--- src/rtl/word_collector_if.sv ---
// Byte-in / word-out handshake bundle for word_collector.
// The DUT side uses the slave modport; a byte source / word sink uses master.
interface word_collector_if #(
  parameter int WIDTH = 32
);
  localparam int DATA_WIDTH = 8;
  localparam int WIDTH_BITS = $clog2(WIDTH) + 1;

  logic [DATA_WIDTH-1:0] i_data;
  logic                  i_valid;
  logic                  o_ready;
  logic [DATA_WIDTH-1:0] o_word [WIDTH];
  logic [WIDTH_BITS-1:0] o_len;
  logic                  o_valid;
  logic                  o_eol;
  logic                  i_ack;
  logic                  o_err;

  modport slave (
    input  i_data, i_valid, i_ack,
    output o_ready, o_word, o_len, o_valid, o_eol, o_err
  );

  modport master (
    output i_data, i_valid, i_ack,
    input  o_ready, o_word, o_len, o_valid, o_eol, o_err
  );
endinterface

--- src/rtl/word_collector.sv ---
// Forth lexer front end: splits a UART byte stream into whitespace-delimited words.
// Optional macro WORD_COLLECTOR_UPCASE_EN folds 'a'..'z' to upper case on store.
module word_collector #(
  parameter int WIDTH = 32
) (
  input  logic            i_clk,
  input  logic            i_reset,
  word_collector_if.slave bus
);
  localparam int DATA_WIDTH = 8;
  localparam int WIDTH_BITS = $clog2(WIDTH) + 1;

  typedef enum logic [1:0] {
    IDLE,
    COLLECT,
    DISCARD,
    DONE
  } state_t;

  state_t                state_q, state_d;
  logic [DATA_WIDTH-1:0] word_q [WIDTH];
  logic [DATA_WIDTH-1:0] word_d [WIDTH];
  logic [WIDTH_BITS-1:0] len_q, len_d;
  logic                  eol_q, eol_d;
  logic                  err_q, err_d;

  logic                  accept;
  logic                  is_delim;
  logic                  is_newline;
  logic [DATA_WIDTH-1:0] char_in;

  assign accept     = bus.i_valid && (state_q != DONE);
  assign is_newline = (bus.i_data == 8'h0D) || (bus.i_data == 8'h0A);
  assign is_delim   = is_newline || (bus.i_data == 8'h20) || (bus.i_data == 8'h09);

`ifdef WORD_COLLECTOR_UPCASE_EN
  assign char_in = ((bus.i_data >= 8'h61) && (bus.i_data <= 8'h7A)) ?
                   (bus.i_data - 8'h20) : bus.i_data;
`else
  assign char_in = bus.i_data;
`endif

  always_ff @(posedge i_clk) begin
    if (i_reset) begin
      state_q <= IDLE;
      for (int i = 0; i < WIDTH; i++) begin
        word_q[i] <= '0;
      end
      len_q <= '0;
      eol_q <= 1'b0;
      err_q <= 1'b0;
    end else begin
      state_q <= state_d;
      word_q  <= word_d;
      len_q   <= len_d;
      eol_q   <= eol_d;
      err_q   <= err_d;
    end
  end

  always_comb begin
    state_d = state_q;
    word_d  = word_q;
    len_d   = len_q;
    eol_d   = eol_q;
    err_d   = 1'b0;

    case (state_q)
      IDLE: begin
        if (accept && !is_delim) begin
          for (int i = 0; i < WIDTH; i++) begin
            word_d[i] = '0;
          end
          word_d[0] = char_in;
          len_d     = WIDTH_BITS'(1);
          state_d   = COLLECT;
        end
      end

      COLLECT: begin
        if (accept) begin
          if (is_delim) begin
            eol_d   = is_newline;
            state_d = DONE;
          end else if (len_q < WIDTH_BITS'(WIDTH)) begin
            // len_q is the index of the next free slot
            for (int i = 0; i < WIDTH; i++) begin
              if (len_q == WIDTH_BITS'(i)) begin
                word_d[i] = char_in;
              end
            end
            len_d = len_q + WIDTH_BITS'(1);
          end else begin
            err_d   = 1'b1;
            len_d   = '0;
            state_d = DISCARD;
          end
        end
      end

      DISCARD: begin
        if (accept && is_delim) begin
          state_d = IDLE;
        end
      end

      DONE: begin
        if (bus.i_ack) begin
          eol_d   = 1'b0;
          state_d = IDLE;
        end
      end

      default: state_d = IDLE;
    endcase
  end

  assign bus.o_ready = (state_q != DONE);
  assign bus.o_valid = (state_q == DONE);
  assign bus.o_word  = word_q;
  assign bus.o_len   = len_q;
  assign bus.o_eol   = eol_q;
  assign bus.o_err   = err_q;
endmodule

--- src/flat_wrapper.sv ---
// flat-port wrapper written by rule: the top's interface ports become plain ports
module word_collector_flat 
#(
  parameter int WIDTH = 32
)
  (i_clk, i_reset, bus_i_data, bus_i_valid, bus_i_ack, bus_o_ready, bus_o_word, bus_o_len, bus_o_valid, bus_o_eol, bus_o_err);
  word_collector_if #(.WIDTH(WIDTH)) bus_i ();
  input  logic i_clk;
  input  logic i_reset;
  input wire logic [$bits(bus_i.i_data)-1:0] bus_i_data;
  input wire logic [$bits(bus_i.i_valid)-1:0] bus_i_valid;
  input wire logic [$bits(bus_i.i_ack)-1:0] bus_i_ack;
  output wire logic [$bits(bus_i.o_ready)-1:0] bus_o_ready;
  output wire logic [$bits(bus_i.o_word)-1:0] bus_o_word;
  output wire logic [$bits(bus_i.o_len)-1:0] bus_o_len;
  output wire logic [$bits(bus_i.o_valid)-1:0] bus_o_valid;
  output wire logic [$bits(bus_i.o_eol)-1:0] bus_o_eol;
  output wire logic [$bits(bus_i.o_err)-1:0] bus_o_err;
  assign bus_i.i_data = bus_i_data;
  assign bus_i.i_valid = bus_i_valid;
  assign bus_i.i_ack = bus_i_ack;
  assign bus_o_ready = bus_i.o_ready;
  assign bus_o_word = {>>{bus_i.o_word}};
  assign bus_o_len = bus_i.o_len;
  assign bus_o_valid = bus_i.o_valid;
  assign bus_o_eol = bus_i.o_eol;
  assign bus_o_err = bus_i.o_err;
  word_collector #(.WIDTH(WIDTH)) u_core (.i_clk(i_clk), .i_reset(i_reset), .bus(bus_i));
endmodule
--- config.mk ---
export PLATFORM = sky130hd
export DESIGN_NAME = word_collector_flat
export DESIGN_NICKNAME = d
export VERILOG_FILES = /design/src/rtl/word_collector_if.sv /design/src/rtl/word_collector.sv /design/src/flat_wrapper.sv
export SDC_FILE = /design/constraint.sdc
export NUM_CORES = 1
export LEC_CHECK = 0
export CORE_ASPECT_RATIO = 0.7
export CORE_MARGIN = 8
export CORE_UTILIZATION = 45
export CTS_CLUSTER_SIZE = 12
export DETAILED_ROUTE_END_ITERATION = 8
export PLACE_DENSITY = 0.79
export SYNTH_ARGS = -nofsm -noshare
export SYNTH_HDL_FRONTEND = slang
export SYNTH_SLANG_ARGS = --single-unit
--- constraint.sdc ---
create_clock -name i_clk -period 5.9 [get_ports i_clk]
set_input_delay 1.18 -clock i_clk [delete_from_list [all_inputs] [get_ports i_clk]]
set_output_delay 1.18 -clock i_clk [all_outputs]
set_load 0.01 [all_outputs]
After elaboration in Yosys (flattened, before gate mapping)
Cells that the tools add are included.
W data, S select, Z words.
- memories: 0
- latch bits: 0
- bits of input ports: 12
- bits in read-only memories: 0
- memory bits (writable): 0
- flip-flop bits (word level): 266
- word-level logic and storage cells: 220
- bitwise operators: 2
- shift operators: 0
- magnitude comparators: 1
- multiplexer cells: 54
- divide/modulo/power cells: 0
- reductions and logical operators: 47
- eq/ne operators: 79
- $add $sub $neg: 1
- multiply operators: 0
- operators by type and width (cell ; number):
    $mux W256 ; 4
    $pmux W256 S2 ; 1
    $mux W8 ; 32
    $reduce_and A6 Y1 ; 32
    $eq A6 B5 Y1 const B ; 16
    $ne A2 B1 Y1 const B ; 37
    $eq A6 B4 Y1 const B ; 8
    $eq A6 B3 Y1 const B ; 4
    $eq A8 B4 Y1 const B ; 3
    $mux W6 ; 4
    $eq A6 B2 Y1 const B ; 2
    $mux W2 ; 6
    $pmux W6 S2 ; 1
    $eq A8 B6 Y1 const B ; 1
    $pmux W2 S4 ; 1
    $reduce_and A4 Y1 ; 2
    $add A6 B1 Y6 const B ; 1
    $eq A6 B1 Y1 const B ; 1
    $logic_not A6 Y1 ; 1
    $lt A6 B6 Y1 const B ; 1
    $ne A2 B2 Y1 const B ; 3
    $reduce_and A5 Y1 ; 1
    $eq A2 B2 Y1 const B ; 2
    $mux W1 ; 4
    other kinds (10) ; 16

Longest topological paths before layout
- depth in word-level cells: 8
- gate-level depth with buffers: 8
- depth with buffers taken out: 6

Worst setup path after synthesis
OpenSTA, ideal clock, no wires.
- path type: input-to-reg
- from: input port bus_i_data[7]
- to: register u_core.word_q (netlist bit u_core.bus.o_word[144])
- data arrival time: 2623 ps
- setup slack: 3204 ps
- stages: 7
- required time: 5827 ps
- cells stage by stage: or3_1 buf_6 o211a_1 buf_2 buf_6 nand3_2 mux2i_1
- longest elaborated chain between the ends: 8
- elaborated cells on any way between the ends: 12
- those cells by class: 6 x eq/ne; 6 x reduce/logical
- ends and longest elaborated chain (what ; line ; source):
    start, declared ; flat_wrapper.sv:10 ; input wire logic [$bits(bus_i.i_data)-1:0] bus_i_data;
    $eq A8 B4 Y1 ; word_collector.sv:33 ; assign is_newline = (bus.i_data == 8'h0D) || (bus.i_data == 8'h0A);
    $logic_or A1 B1 Y1 ; word_collector.sv:33 ;
    $logic_or A1 B1 Y1 ; word_collector.sv:34 ; assign is_delim = is_newline || (bus.i_data == 8'h20) || (bus.i_data == 8'h09);
    $logic_or A1 B1 Y1 (*) ; word_collector.sv:34 ;
    $logic_not A1 Y1 ; word_collector.sv:70 ; if (accept && !is_delim) begin
    $logic_and A1 B1 Y1 ; word_collector.sv:70 ;
    $ne A2 B1 Y1 (no line) ; - ;
    $reduce_and A6 Y1 (no line) (*) ; - ;
    end signal, assigned ; word_collector.sv:54 ; word_q <= word_d;
    end, declared ; word_collector.sv:21 ; logic [DATA_WIDTH-1:0] word_q [WIDTH];
Every way passes the cells marked *; elsewhere a longest branch is shown, timed or not.
A chain may end at the register's enable or synchronous reset.

Final worst setup path
- from: input port bus_i_data[6]
- to: register u_core.word_q (netlist bit u_core.bus.o_word[251])
Same word-level chain as after synthesis.

==> impl_results.md <==
- Clk buf depth: 3
- H-Tree Depth: 1
- Cell taking the most area after synthesis: dfxtp_1
- Final period util: 58.4%
- Hold_buf cts: 0
- Initial Util: 45.5%
- PnR Total Power: 3.99 mW
- Final hold violations: 0
- RSZ-0062 raised after global routing: false
- Post-synth top flop: dfxtp_1
- Syn nets: 1034
- Count of final setup violators: 0
- Critical path arrival: 3.90 ns
- Via density: 5.12
- Synth top area cells: dfxtp_1 48%, mux2i_1 23%, nand2b_1 15%
- Hold WS: 0.470 ns
- Post-layout min period: 3.44 ns
- Layout area overhead: 33.2%
- Slowest-stage cell, CP: o211a_1
- Synth warnings: 0
- Post-route DRC: 0
- Vias: 8152
- Worst Max-Slew Pin Slew: 1.12 ns
- P per Cell Area: 268 nW/um2
- Nets: 1271
- Syn Inst Count: 1018
- Die area: 30200 um2
- Final non-filler cell total: 1591
- Syn Area/Cell: 11.0 um2
- Synth unique cells: 48
- Layout cells sized above 1: 7.27%
- Fillers: 2005
- Yosys reg bits: 266
- Residual overflow from global routing: 0
- Post-synthesis simple-gate area fraction: 22.3%
- Antenna diodes: 0
- Crit Path Max Fanout: 16
- Compound-Gate Fraction of Synth Area: 3.34%
- Critical-path cell list: clkdlybuf4s50_1, or3_1, o211a_1, and3_1, mux2i_1
- Lkg Pwr: 5.82 nW
- Die width: 204 um
- Slew headroom: 25.1%
- CP Data Required Time: 6.36 ns
- Syn Std Cell Area: 11200 um2
- Clock net sink count: 266
- Post-CTS Resized: 0
- GP Congestion: 0.801
- Clk Latency, worst-skew pair: 0.54 ns
- Total track usage: 21.3%
- Initial antenna violation count: 0
- First-pass GRT wire length: 51.3 mm
- Peak supply drop: 0.196 mV
- Worst setup EP type: register
- CTS tree: built
- Clk_skew: 0.0254 ns
- Sequential share of the synthesized area: 47.7%
- CP peak stage delay: 0.87 ns
- Drt total wl: 33.4 mm
- Pin count of the biggest net entering global routing: 170
- Mux cell area share after synthesis: 23.0%
- Setup TNS: 0 ns
- Clock Tree Root: clkbuf_16
- Synth Area in Adders: 0.448%
- Num CTS Buffers: 27
- HP Class: register to register
- CP Launch Type: primary input
- CP Launch Point: bus_i_data[6]
- Die Ht: 148 um
- Max Cap Viol: 0
- Hold path startpoint: u_core.bus.o_word[44]
- EDFF count, synth: 0
- Vias in the first global route: 8416
- Synth async-reset ratio: 0%
- Post-synth top area share: 47.7%
- Core ar.: 24500 um2
- Main combinational cell family by area after synthesis: multiplexers
- Clock transition at the registers of the reported paths: 0.06 ns
- Top Ports: 278
- DR iter-0 viols: 469
- Dpl cells: 1551
- Routed wire per std cell: 21.0 um
- Xor-xnor portion of the synthesized cell area: 0%
- Dpl hpwl: 22.2 mm
- Outcome: finished, final reports clean
- I/O Buffers: 277
- # rows: 48
- Max Freq: 0.290 GHz
- Origin of the critical flop-to-flop path: u_core.state_q[0]
- Post-route ant nets: 0
- Count of pins over their slew limit: 0
- TritonRoute pass-1 iters: 5
- Critical path type: primary input to register
- Post-CTS Setup Bufs: 0
## final timing paths
check / to / slack, ns / depth (start not counted)
max: u_core.bus.o_word[251] / 2.46 / 5
min: u_core.bus.o_word[44] / 0.47 / 2
max reg2reg: u_core.bus.o_word[125] / 3.00 / 5
min reg2reg: u_core.bus.o_word[44] / 0.47 / 2
## power by group
group	internal (mW)	switching, mW	leakage, nW	total (mW)
Clock	0.933	0.685	0.397	1.62
Combinational	0.230	0.249	3.26	0.478
Sequential	1.86	0.0360	2.16	1.89
## cell usage after synthesis, drive strengths merged, types with 2 or more instances
library cell,instances
o21ai,23
inv,5
nand3b,2
buf,12
mux2i,256
and4bb,2
ha,4
clkbuf,62
nand4,2
or3b,4
a21oi,20
nor2,5
nand2,15
nand3,19
nor3b,4
nor2b,2
a311oi,2
nor4,2
a31o,2
dfxtp,266
nor3,20
o311ai,2
o211ai,2
o31ai,2
nand2b,267
o211a,3
or2b,2
## routing by layer
metal / track usage (%) / vias up / wire length (um)
met3: 7.26 / 44 / 2900
met5: 0 / - / 0
li1: - / 3918 / -
met2: 32.6 / 248 / 14600
met1: 28.8 / 3942 / 15300
met4: 4.38 / 0 / 603
## per-stage QoR
step / worst slack (ns) / area (um2) / util [%]
after floorplan: 3.20 / 11200 / -
after global placement: 1.94 / 14100 / 57.4
after detailed placement: 1.91 / 14100 / 57.4
after CTS: 2.47 / 14900 / 60.7
after global routing: 2.31 / 14900 / 60.7
final: 2.46 / 14900 / 60.7
## worst max-delay path, delay by kind of cell
| family | cells | cell delay [ns] |
|---|---|---|
| buffers and inverters | 1 | 0.56 |
| muxes | 1 | 0.25 |
| AOI/OAI and AO/OA | 1 | 0.87 |
| and+or+nand+nor | 2 | 1.03 |
## cell usage in the layout (no fill, tap or decap), drive strengths merged, types with 3 or more instances in the layout
master         synthesis  final
clkdlybuf4s50          0    276
nand2b               267    267
dfxtp                266    266
mux2i                256    256
clkbuf                62     37
o21ai                 23     23
a21oi                 20     20
nor3                  20     20
nand3                 19     19
nand2                 15     15
inv                    5      6
buf                   12      6
nor2                   5      5
nor3b                  4      4
or3b                   4      4
ha                     4      4
o211a                  3      3
## state kept, by name (all words and copies together), names as in the netlist
register	cells
u_core.state_q	2
u_core.bus.o_err	1
u_core.bus.o_eol	1
u_core.bus.o_word	256
u_core.bus.o_len	6
## cells by family (layout without fill, tap and decap cells)
family,after synthesis,in the layout
AND/OR/NAND/NOR,354,354
flip-flops,266,266
multiplexers,256,256
buffers and inverters,79,327
AO/OA/AOI/OAI,59,59
adder cells (fa/ha/maj),4,4
## area by class of cell
type / instances / area, um2 / area share [%]
Clock inverter: 3 / 43.8 / 0.295
Tap cell: 325 / 407 / 2.74
Timing Repair Buffer: 282 / 2810 / 18.9
Sequential cell: 266 / 5330 / 35.8
Multi-Input combinational cell: 673 / 5500 / 37.0
Clock buffer: 37 / 763 / 5.13
Inverter: 5 / 18.8 / 0.126
(Power assumes the default switching activity.)
==> edit (same settings) <==
The option `WORD_COLLECTOR_UPCASE_EN` is turned on by a define.
--- a/src/rtl/word_collector.sv
+++ b/src/rtl/word_collector.sv
@@ -1,5 +1,7 @@
 // Forth lexer front end: splits a UART byte stream into whitespace-delimited words.
 // Optional macro WORD_COLLECTOR_UPCASE_EN folds 'a'..'z' to upper case on store.
+`define WORD_COLLECTOR_UPCASE_EN
+
 module word_collector #(
   parameter int WIDTH = 32
 ) (
Function: not settled (the Yosys comparison gave no result); the edit may change what the design does.
==> edit against the original RTL <==
  * Routed wire length is 10% higher
  * Die area is 0.80% higher
  * Power is 0.68% higher
  * Via count is 13% higher
  * Fmax is 3.3% lower
  * Setup slack worse by 0.12 ns
  * Final area is 0.56% higher
  * Sequential cell count stayed put
  * Core utilization hardly changed
  * Synthesized area is 0.89% higher
==> edit: results (changes against the original RTL) <==
Critical path
  – WP data arrival: 4.05 ns (+0.15 ns)
  – Reg2reg path depth: 4 (-1)
  – Slowest stage delay, CP: 0.91 ns (+0.04 ns)
  – Worst-path maximum fanout: 35 (+19)
  – RR Endpoint: u_core.bus.o_word[85]
  – Critical Path Sink: u_core.bus.o_word[31]
  – FF-to-FF setup slack: 2.60 ns (-0.40 ns)
  – CP startpoint: bus_i_data[0]

Clock network
  – TritonCTS Buffers: 28 (+3.7%)
  – H-tree levels: 1 (unchanged)
  – Clock latency on the worst-skew pair: 0.56 ns (+0.02 ns)

Place
  – GP Congestion: 0.881 (+10%)
  – HPWL Detailed: 24800 um (+12%)
  – Post-Place Worst Slack: 1.85 ns (-0.0658 ns)

Finish
  – Clkbuf count: 36 (-2.7%)
  – Inverters: 9 (+4)
  – Layout non-clock buf frac: 19.1% (+0.20 points)
  – Final #Nets: 1342 (+5.6%)
  – Multi-Input Combinational: 730 (+8.5%)
  – Clk cell area share: 5.72% (+0.29 points)
  – Multi-input combinational area share: 36.6% (-0.41 points)
  – Share of cells above drive strength 1: 7.57% (+0.30 points)
  – Non-clk bufs: 289 (+2.5%)

Logic synthesis
  – Synth Net Count: 1117 (+8.0%)
  – Top post-synthesis cells by count: dfxtp_1, nand2_1, mux2i_1, clkbuf_1, nand4_4
  – Synth area leaders: dfxtp_1, mux2i_1, nand2_1
  – Seq/Total Area, Yosys: 47.3% (-0.42 points)
  – Synth cell types: 66 (+38%)
  – Count leader, synth: dfxtp_1

Power and ir drop
  – Peak VDD IR: 0.222 mV (+14%)
  – Int Power: 3.00 mW (-0.73%)
  – Pleak: 5.98 nW (+2.9%)

Detailed routing
  – First-pass iteration count of the detailed router: 6 (+1)
  – DR WL/cell: 22.2 um (+5.6%)
  – DR WL met2: 16000 um (+9.5%)
  – Number of DRC markers in iteration 0: 692 (+48%)
  – DR vias: 9241 (+13%)
  – M1 wire length: 15600 um (+2.1%)

Global routing
  – Met1 Track Usage GR: 29.8% (+1.0 points)
  – GR Util met3: 9.26% (+2.0 points)
  – First-pass GRT wire length: 56000 um (+9.2%)
  – Largest net degree at the start of global routing: 144 (-15%)
  – GR Util All Layers: 23.3% (+2.0 points)
  – Vias in the first global route: 9383 (+11%)
  – Grt met2 use: 36.1% (+3.5 points)

Min path
  – Worst Hold Launch: u_core.bus.o_word[22]
  – Worst hold path endpoint: u_core.bus.o_word[22]

Timing
  – Max-slew headroom: 14.3% (-11 points)
  – Final setup margin: 2.34 ns (-0.118 ns)
  – Worst clock skew: 0.0258 ns (+0.000409 ns)

Status
  – Outcome: finished clean
## edit: cell types whose count changed after synthesis, sizes merged, moves of 13 or more
cell	delta
a41oi	+13
nand2	+240
nand2b	-262
mux2i	-32
nor2b	+20
buf	+14
nand4	+36
## edit: metrics by stage
stage / utilization, % / power [mW] / cell area, um^2 / hold slack (ns) / cells
floorplan: - / 2.18 / 11300 / 0.473 / 1099
CTS: 60.7 / 4.04 / 14900 / 0.460 / 1660
detailed placement: 57.2 / 2.37 / 14100 / 0.451 / 1619
finish: 60.7 / 4.01 / 14900 / 0.457 / 1660
global placement: 57.2 / 2.36 / 14100 / 0.444 / 1619
global route: 60.7 / 4.15 / 14900 / 0.476 / 1660
## edit: cells by family (layout without fill, tap and decap cells)
family / Yosys count / in the layout / synth area share, %
and+or+nand+nor: 392 / 392 / 20.3
DFF: 266 / 266 / 47.3
muxes: 224 / 224 / 19.9
AOI/OAI and AO/OA: 108 / 108 / 7.43
buffers and inverters: 103 / 339 / 4.42
adders and majority gates: 6 / 6 / 0.667
